$ cat src/rtl/reg_out_pipe.sv
// reg_out_pipe: x2->x3 output-port pipeline register; a stalled x2 instruction becomes an x3 bubble
module reg_out_pipe #(
    parameter int DATA_W = 16
) (
    input  logic              clock,
    input  logic              reset,
    input  logic              stalled,
    input  logic              dataoutvx2,
    input  logic [DATA_W-1:0] dataoutx2,
    output logic              stalledx3,
    output logic              dataoutvx3,
    output logic [DATA_W-1:0] dataoutx3
);
    logic load;
    assign load = dataoutvx2 && !stalled;
    always_ff @(posedge clock) begin
        if (reset) begin
            stalledx3  <= 1'b0;
            dataoutvx3 <= 1'b0;
            dataoutx3  <= '0;
        end else begin
            stalledx3  <= stalled;
            dataoutvx3 <= load;
            dataoutx3  <= load ? dataoutx2 : dataoutx3;
        end
    end
endmodule

$ cat config.mk
export PLATFORM = sky130hd
export DESIGN_NAME = reg_out_pipe
export DESIGN_NICKNAME = d
export VERILOG_FILES = /design/src/rtl/reg_out_pipe.sv
export SDC_FILE = /design/constraint.sdc
export NUM_CORES = 1
export LEC_CHECK = 0
export CORE_MARGIN = 2
export CORE_UTILIZATION = 25
export CTS_CLUSTER_DIAMETER = 80
export DETAILED_ROUTE_END_ITERATION = 16
export GPL_ROUTABILITY_DRIVEN = 1
export PLACE_DENSITY = 0.51
export SYNTH_ARGS = -nofsm -noshare
export SYNTH_HDL_FRONTEND = slang
export SYNTH_SLANG_ARGS = --single-unit
$ cat constraint.sdc
create_clock -name clock -period 1.55 [get_ports clock]
set_clock_uncertainty 0.2 [all_clocks]
set_input_delay 0.31 -clock clock [delete_from_list [all_inputs] [get_ports clock]]
set_output_delay 0.31 -clock clock [all_outputs]
set_load 0.01 [all_outputs]
# Yosys cells after proc, flatten, opt, wreduce, memory -nomap -nowiden

Cells that the tools add are included.

Latch bits: 0
Memories kept: 0
Output and inout bits: 18
ROM bits: 0
Register bits: 18
Memory bits (writable): 0
Logic and storage cells: 5

Divide/modulo/power cells: 0
Equality and inequality tests: 0
$lt $le $gt $ge: 0
Shift operators: 0
Bitwise logic cells: 0
Muxes and demuxes: 0
Add/subtract/negate cells: 0
Reductions and logical operators: 2
$mul: 0

Operators with widths:

| operator          | number |
|---|---|
| logical AND 1 bit | 1 |
| zero test 1 bit   | 1 |

# Longest topological paths before layout

Gate-level depths: netlist (run 1).

Depth after elaboration: 2
Gate-level depth with buffers: 3
Depth with buffers taken out: 2

# Worst setup path before layout (run 1)

OpenSTA, ideal clock, no wires.

Path type: input port to flip-flop
From: input stalled
To: register dataoutx3[15]
Data required time: 1.276 ns
Stages on the path: 2
Slack: 0.430 ns
Data arrival time: 0.846 ns
Path buffers: 0
Cell sequence: or4bb_1 -> o21ai_0

Longest elaborated chain between the ends: 2

Ends and longest elaborated chain:

| what                 | line | RTL |
|---|---|---|
| from (decl)          | 7    | `input logic stalled,` |
| zero test 1 bit      | 15   | `assign load = dataoutvx2 && !stalled;` |
| logical AND 1 bit    | 15   |  |
| to (signal assigned) | 24   | `dataoutx3 <= load ? dataoutx2 : dataoutx3;` |
| to (decl)            | 12   | `output logic [DATA_W-1:0] dataoutx3` |

Every way passes these cells.
A chain may end at the register's enable or synchronous reset.

# Worst setup path after layout (run 1)

From: register dataoutx3[11]
To: output dataoutx3[11]

No word-level cell between the ends.

==> impl_metrics.toml, run 1 <==
[layout]
register_area_sq_um = 360
multiInputGateArea_sq_um = 420
stdcell_count = 164
diodes = 0
syn2layout_area_growth_pct = 61.0
fin_nets = 141
n_fill_cell = 325
design_area_sq_mm = 0.00131
drive_gt1_frac = 0.208
final_core_util = 0.425

[route]
initialDrtViolationCount = 11
routed_via_density = 4.26
antenna_left = 0
drt-wirelength-per-cell_um = 12.1
drc = 0
first_pass_iters = 2
wl_um = 1980
detailroute.via_count = 698

[clocking]
htreeDepth = 1
clock_sinks = 18
root_buffer = "clkbuf_4"
clk_pin_slew_worst_paths_ns = 0.10
tritoncts = "built"
clk-insertion-delay-late_ns = 0.29
clockBufferDepth = 2
cts_buffers = 3
postCtsSetupRepairBufs = 0

[sta]
relSlewSlack = 0.892
setup_viol = 0
finalCritPeriodShare = 0.936
hold_viol_final = 0
rsz0062_at_grt = "false"
holdWs_ns = 0.264
fmax_ghz = 0.689
drv_slew = 0
fin_crit_ns = 1.45
worst_slew_pin_slew_ns = 0.162

[global_route]
grt_max_degree = 18
antenna_found_initial = 0
grt_usage = 0.117
grt_first_pass_wirelength_um = 3190
gr-total-overflow = 0
grt_pass1_vias = 709

[floorplan]
die_area_sq_mm = 0.00372
die-width_um = 61.0
initial_utilization = 0.264
io_pins = 38
rows = 20
core-area_sq_mm = 0.00308
die_h_um = 61.0

[power_and_ir_drop]
powerDensity_mw_per_mm2 = 749
p_leak_uw = 0.000543
ir_drop_v = 0.000415
power_uw = 979

[min_path]
hold_path_class = "reg2reg"

[logic_synthesis]
syn_inst = 75
syn_nets = 95
synth.area.top_cells = "dfxtp_1, nand4bb_1, nand2b_1"
ys_warn_count = 0
synthDistinctLibCells = 12
ys_seq_area_frac = 0.444
yosys.area.top_type = "dfxtp_1"
ys_ff_latch = 18
synth_top_area_frac = 0.444
syn_avg_cell_area_sq_um = 10.8
synthesis.area_sq_um = 812

[setup_path]
slowest_delay_ns = 0.35
crit_buf_inv = 1
crit_slowest_cell = "dfxtp_1"
crit_type = "reg2out"
worstPathRequired_ns = 1.04
cp_top_family = "flip-flops"
end_kind = "primary output"
critPathLaunchType = "register"
worstPathCellList = "dlygate4sd2_1"
crit_fanout = 2
crit_arrival_ns = 0.94

[placed_design]
dp.cells = 160
place.gp.congestion = 0.596
place_area_sq_mm = 0.00129
dp_hpwl_um = 1490
port_buffers = 37

[flow_run]
maxCapViolations = 0

[status]
outcome = "finished clean"
[report_power, final]
part           switching (uW)  leakage [uW]  internal, uW
Combinational            72.2      0.000374           117
Clock                     152     0.0000210           143
Sequential               9.66      0.000147           485
[worst paths after layout]
kind | startpoint | to | slack (ns) | depth (start not counted)
worst min register to register | dataoutx3[13] | dataoutx3[13] | 0.26 | 2
worst min-delay path | dataoutx3[13] | dataoutx3[13] | 0.26 | 2
worst max register to register | dataoutx3[0] | dataoutx3[0] | 0.74 | 2
worst max-delay path | dataoutx3[11] | dataoutx3[11] | 0.1 | 1
[registers in the layout (all words and copies together) (netlist names)]
| register | flops |
|---|---|
| dataoutx3 | 16 |
| dataoutvx3 | 1 |
| stalledx3 | 1 |
[routing by layer]
| layer | part of all wire | up-vias | track usage | routed length [um] |
|---|---|---|---|---|
| met2 | 0.46 | 18 | 0.207 | 914 |
| met3 | 0.062 | 2 | 0.0512 | 122 |
| met4 | 0.0046 | 0 | 0.0186 | 9 |
| met1 | 0.47 | 318 | 0.133 | 932 |
| li1 | - | 360 | - | - |
| met5 | 0 | - | 0 | 0 |
[cells in the final DEF (no fill, tap or decap)]
cell type	synthesis	layout
clkdlybuf4s50_1	0	19
dfxtp_1	18	18
dlygate4sd2_1	0	18
nand2b_1	16	16
nand4bb_1	15	15
o21ai_2	10	10
buf_4	0	9
o21ai_0	4	4
clkbuf_4	0	3
o21ai_1	2	2
nor2b_1	2	2
and2b_4	1	1
or4bb_1	1	1
clkbuf_8	0	1
buf_12	0	1
[cell type report]
class	count	share of cell area
clock buffer	4	0.0278
multi-input combinational	51	0.322
sequential	18	0.276
tap	44	0.0421
timing repair buffer	47	0.333
[Yosys cell counts, drive strengths merged]
| master | n |
|---|---|
| and2b | 1 |
| buf | 2 |
| clkbuf | 4 |
| dfxtp | 18 |
| nand2b | 16 |
| nand4bb | 15 |
| nor2b | 2 |
| o21ai | 16 |
| or4bb | 1 |
[logic make-up after synthesis]
logic type | after synthesis | share of synthesized area
AO/OA/AOI/OAI | 16 | 0.145
flip-flops | 18 | 0.444
AND/OR/NAND/NOR | 35 | 0.373
buffers and inverters | 6 | 0.0385
[through the flow]
stage	TNS, ns	worst slack, ns
floorplan	0	0.430
CTS	0	0.0785
finish	0	0.0990
detailed placement	-0.746	-0.0790
global route	0	0.0328
global placement	-0.564	-0.0570
[timing repair]
action,CTS,global route
endpoints found under the setup margin,18,0
hold buffers,0,0
gates resized for setup,18,0
Power figures use the tool's default switching activity.
==> run 2: changes to the inputs <==
CAP_MARGIN = 10   (was unset)
PLACE_DENSITY = unset   (was 0.51)
PLACE_DENSITY_LB_ADDON = 0.12   (was unset)
==> run 2 against run 1 <==
  * First-iteration DRC count unchanged
  * Via count decreased by 3.3%
  * Clock power decreased by 24%
  * Die area unchanged
  * Combinational power decreased by 9%
  * Flip-flop and latch count unchanged
  * Setup slack improved by 0.027 ns
  * Final area decreased by 5.5%
  * Fmax increased by 1.9%
  * Routed wire length decreased by 6.0%
  * Non-clock buffer count decreased by 6
==> impl_metrics.toml, run 2 (synthesis results as in run 1) <==
[setup_path]
slowest_delay_ns = 0.36
worstPathRequired_ns = 1.04
crit_slowest_cell = "dfxtp_1"
crit_arrival_ns = 0.91
end_kind = "primary output"
r2r_cells = 2
crit_fanout = 2
crit_buf_inv = 1
critPathLaunchType = "register"
cp_top_family = "flip-flops"
worstPathCellList = "dlygate4sd2_1"
cp_num_cells = 1
crit_type = "reg2out"

[global_route]
gr-total-overflow = 0
grt_pass1_vias = 689
grt_first_pass_wirelength_um = 3090
grt_usage = 0.115
antenna_found_initial = 0
grt_max_degree = 18

[layout]
reg_top3 = "dataoutx3: 16 flops, dataoutvx3: 1 flops, stalledx3: 1 flops"
final_cell_mix = "clkdlybuf4s50_1, dfxtp_1, dlygate4sd2_1, nand2b_1, nand4bb_1"
layout_commonest_cell = "clkdlybuf4s50_1"
syn2layout_area_growth_pct = 52.2
drive_gt1_frac = 0.159
largest_reg_flops = 16
largest-register = "dataoutx3"
final_core_util = 0.402
fin_nets = 135
diodes = 0

[placed_design]
port_buffers = 37
place.gp.congestion = 0.668
dp_hpwl_um = 1280

[flow_run]
maxCapViolations = 0

[route]
detailroute.via_count = 675
drc = 0
wl_met2_um = 863
first_pass_iters = 4
wl_met1_um = 858
wl_um = 1860
top_layer_used = "met4"
antenna_left = 0
drt-wirelength-per-cell_um = 11.8
routed_via_density = 4.30
initialDrtViolationCount = 11
wl_met3_um = 124

[power_and_ir_drop]
powerDensity_mw_per_mm2 = 721
power_uw = 891
p_leak_uw = 0.000502
ir_drop_v = 0.000275

[floorplan]
core-area_sq_mm = 0.00308
io_pins = 38
die_area_sq_mm = 0.00372
rows = 20
die_h_um = 61.0
die-width_um = 61.0
initial_utilization = 0.264

[status]
outcome = "finished clean"

[sta]
worst_slew_pin_slew_ns = 0.283
drv_slew = 0
finalCritPeriodShare = 0.919
setup_viol = 0
relSlewSlack = 0.812
hold_viol_final = 0
fin_crit_ns = 1.42
fmax_ghz = 0.702
holdWs_ns = 0.272
rsz0062_at_grt = "false"

[clocking]
root_buffer = "clkbuf_4"
htreeDepth = 1
clockBufferDepth = 2
tritoncts = "built"
clk_pin_slew_worst_paths_ns = 0.10
postCtsSetupRepairBufs = 0
cts.repair.resized = 18
cts_hold_buf = 0
clock_sinks = 18
cts_buffers = 3
clk-insertion-delay-late_ns = 0.28

[min_path]
whs_path_depth = 2
hold_path_class = "reg2reg"
==> run 2: cell count changes in the layout (fill, tap and decap cells not counted), sizes merged <==
| cell | change |
|---|---|
| buf | -6 |
| clkbuf | -1 |
==> run 2: cell type report <==
| cell class | count | area [sq um] |
|---|---|---|
| tap | 44 | 55.1 |
| multi-input combinational | 51 | 420 |
| fill | 314 | 1840 |
| sequential | 18 | 360 |
| clock buffer | 3 | 22.5 |
| timing repair buffer | 41 | 378 |
==> run 2: worst paths after layout <==
check	start	to	slack [ns]
setup / recovery	dataoutx3[14]	dataoutx3[14]	0.13
hold / removal	dataoutx3[13]	dataoutx3[13]	0.27
setup reg to reg	dataoutx3[14]	dataoutx3[14]	0.71
hold reg to reg	dataoutx3[13]	dataoutx3[13]	0.27
==> run 2: power breakdown <==
group,internal [uW],switching (uW),leakage (uW)
Clock,90.1,133,0.0000138
Combinational,104,68.2,0.000340
Sequential,485,10.4,0.000147
Total,679,212,0.000502
==> run 2: routing by layer <==
metal,track usage,vias up
met5,0,-
met4,0.0559,0
met3,0.0299,2
met2,0.186,18
met1,0.143,306
li1,-,349
==> run 2: stage by stage <==
stage          instance area (sq um)  setup WS, ns  instances  TNS, ns
3_3_place_gp                    1240       -0.0966        154    -1.11
5_1_grt                         1240        0.0707        157        0
3_5_place_dp                    1240        -0.141        154    -1.48
4_1_cts                         1240         0.100        157        0
6_report                        1240         0.126        157        0
2_1_floorplan                    812         0.430         75        0
==> run 3: changes to the inputs <==
CELL_PAD_IN_SITES_DETAIL_PLACEMENT = 1   (was unset)
CELL_PAD_IN_SITES_GLOBAL_PLACEMENT = 1   (was unset)
CORE_MARGIN = 4   (was 2)
==> run 3 against run 2 <==
  * Non-clock buffer count grew 5
  * Final area grew 5.2%
  * Routed wire length up 17%
  * Final cell count grew 3.8%
  * Clock-buffer cell count is 1 higher
  * Total power up 10%
  * Highest routed layer unchanged
==> impl_metrics.toml, run 3 (synthesis results as in run 1) <==
[status]
outcome = "finished clean"

[placed_design]
place.gp.congestion = 0.706
dp_hpwl_um = 1660
place_area_sq_mm = 0.00129
port_buffers = 37

[clocking]
cts_hold_buf = 0
clk_pin_slew_worst_paths_ns = 0.11
root_buffer = "clkbuf_4"
tritoncts = "built"
clock_sinks = 18
clk-insertion-delay-late_ns = 0.29
cts_buffers = 3
clockBufferDepth = 2
htreeDepth = 1

[global_route]
grt_first_pass_wirelength_um = 3670
grt_usage = 0.113
gr-total-overflow = 0
antenna_found_initial = 0
grt_pass1_vias = 806
grt_max_degree = 16

[sta]
fin_crit_ns = 1.46
setup_viol = 0
relSlewSlack = 0.904
finalCritPeriodShare = 0.940
drv_slew = 0
fmax_ghz = 0.686
rsz0062_at_grt = "false"
hold_viol_final = 0
worst_slew_pin_slew_ns = 0.144
fin_setup_tns_ns = 0

[min_path]
hold_path_class = "reg2reg"

[layout]
drive_gt1_frac = 0.202
register_area_sq_um = 360
largest-register = "dataoutx3"
reg_top3 = "dataoutx3: 16 flops, dataoutvx3: 1 flops, stalledx3: 1 flops"
fin_nets = 140
n_fill_cell = 369
syn2layout_area_growth_pct = 60.1
layout_commonest_cell = "clkdlybuf4s50_1"
largest_reg_flops = 16
diodes = 0
multiInputGateArea_sq_um = 420
design_area_sq_mm = 0.00130
final_cell_mix = "clkdlybuf4s50_1, dfxtp_1, dlygate4sd2_1, nand2b_1, nand4bb_1"

[route]
antenna_left = 0
first_pass_iters = 2
drc = 0
drt-wirelength-per-cell_um = 13.3
initialDrtViolationCount = 6
routed_via_density = 4.40
wl_um = 2170
detailroute.via_count = 717

[floorplan]
die-width_um = 65.0
initial_utilization = 0.264
io_pins = 38
die_h_um = 65.0
rows = 20
die_area_sq_mm = 0.00422
core-area_sq_mm = 0.00308

[setup_path]
cp_top_family = "flip-flops"
crit_arrival_ns = 0.95
crit_type = "reg2out"
crit_buf_inv = 1
end_kind = "primary output"
crit_fanout = 2
crit_slowest_cell = "dfxtp_1"
worstPathCellList = "dlygate4sd2_1"
worstPathRequired_ns = 1.04
critPathLaunchType = "register"
slowest_delay_ns = 0.37

[power_and_ir_drop]
ir_drop_v = 0.000239
powerDensity_mw_per_mm2 = 754
p_leak_uw = 0.000537

[flow_run]
maxCapViolations = 0
==> run 3: cell types whose count changed in the layout (fill, tap and decap cells not counted) <==
cell      before  now
buf_12         0    1
clkbuf_8       0    1
buf_4          4    8
==> run 3: per-stage QoR <==
step / total power, uW / std cells / setup slack, ns / hold slack, ns / utilization
detailed placement: 714 / 159 / -0.120 / 0.265 / 0.418
global placement: 711 / 159 / -0.0686 / 0.255 / 0.418
floorplan: 584 / 75 / 0.430 / 0.276 / -
finish: 981 / 163 / 0.0923 / 0.272 / 0.422
global route: 1030 / 163 / 0.0462 / 0.298 / 0.422
CTS: 1000 / 163 / 0.0836 / 0.278 / 0.422
==> run 3: layout make-up <==
type / instances / area share
flip-flops and latches: 18 / 0.277
clock buffers: 4 / 0.0279
multi-input cells: 51 / 0.323
repair buffers: 46 / 0.329
well taps: 44 / 0.0423
==> run 3: worst paths after layout <==
kind	start	endpoint	slack, ns	cells after the start
max	dataoutx3[1]	dataoutx3[1]	0.09	1
min reg2reg	dataoutx3[12]	dataoutx3[12]	0.27	2
max reg2reg	dataoutx3[1]	dataoutx3[1]	0.74	2
min	dataoutx3[12]	dataoutx3[12]	0.27	2
==> run 3: what timing repair did <==
item	CTS	global route
setup endpoints to repair	18	0
buffers inserted	0	0
resized for setup	18	0
hold endpoints to repair	0	0
==> run 3: power breakdown <==
group	switching (uW)	leakage (uW)	internal (uW)	total (uW)
clock	155	0.0000210	143	298
sequential	10.4	0.000147	485	495
combinational	72.3	0.000369	115	188
total	237	0.000537	744	981
==> run 3: layer usage <==
metal / global-route usage / up-vias / wire, um
li1: - / 356 / -
met1: 0.119 / 341 / 894
met2: 0.207 / 18 / 1140
met3: 0.0312 / 2 / 114
met4: 0.0475 / 0 / 19
met5: 0 / - / 0
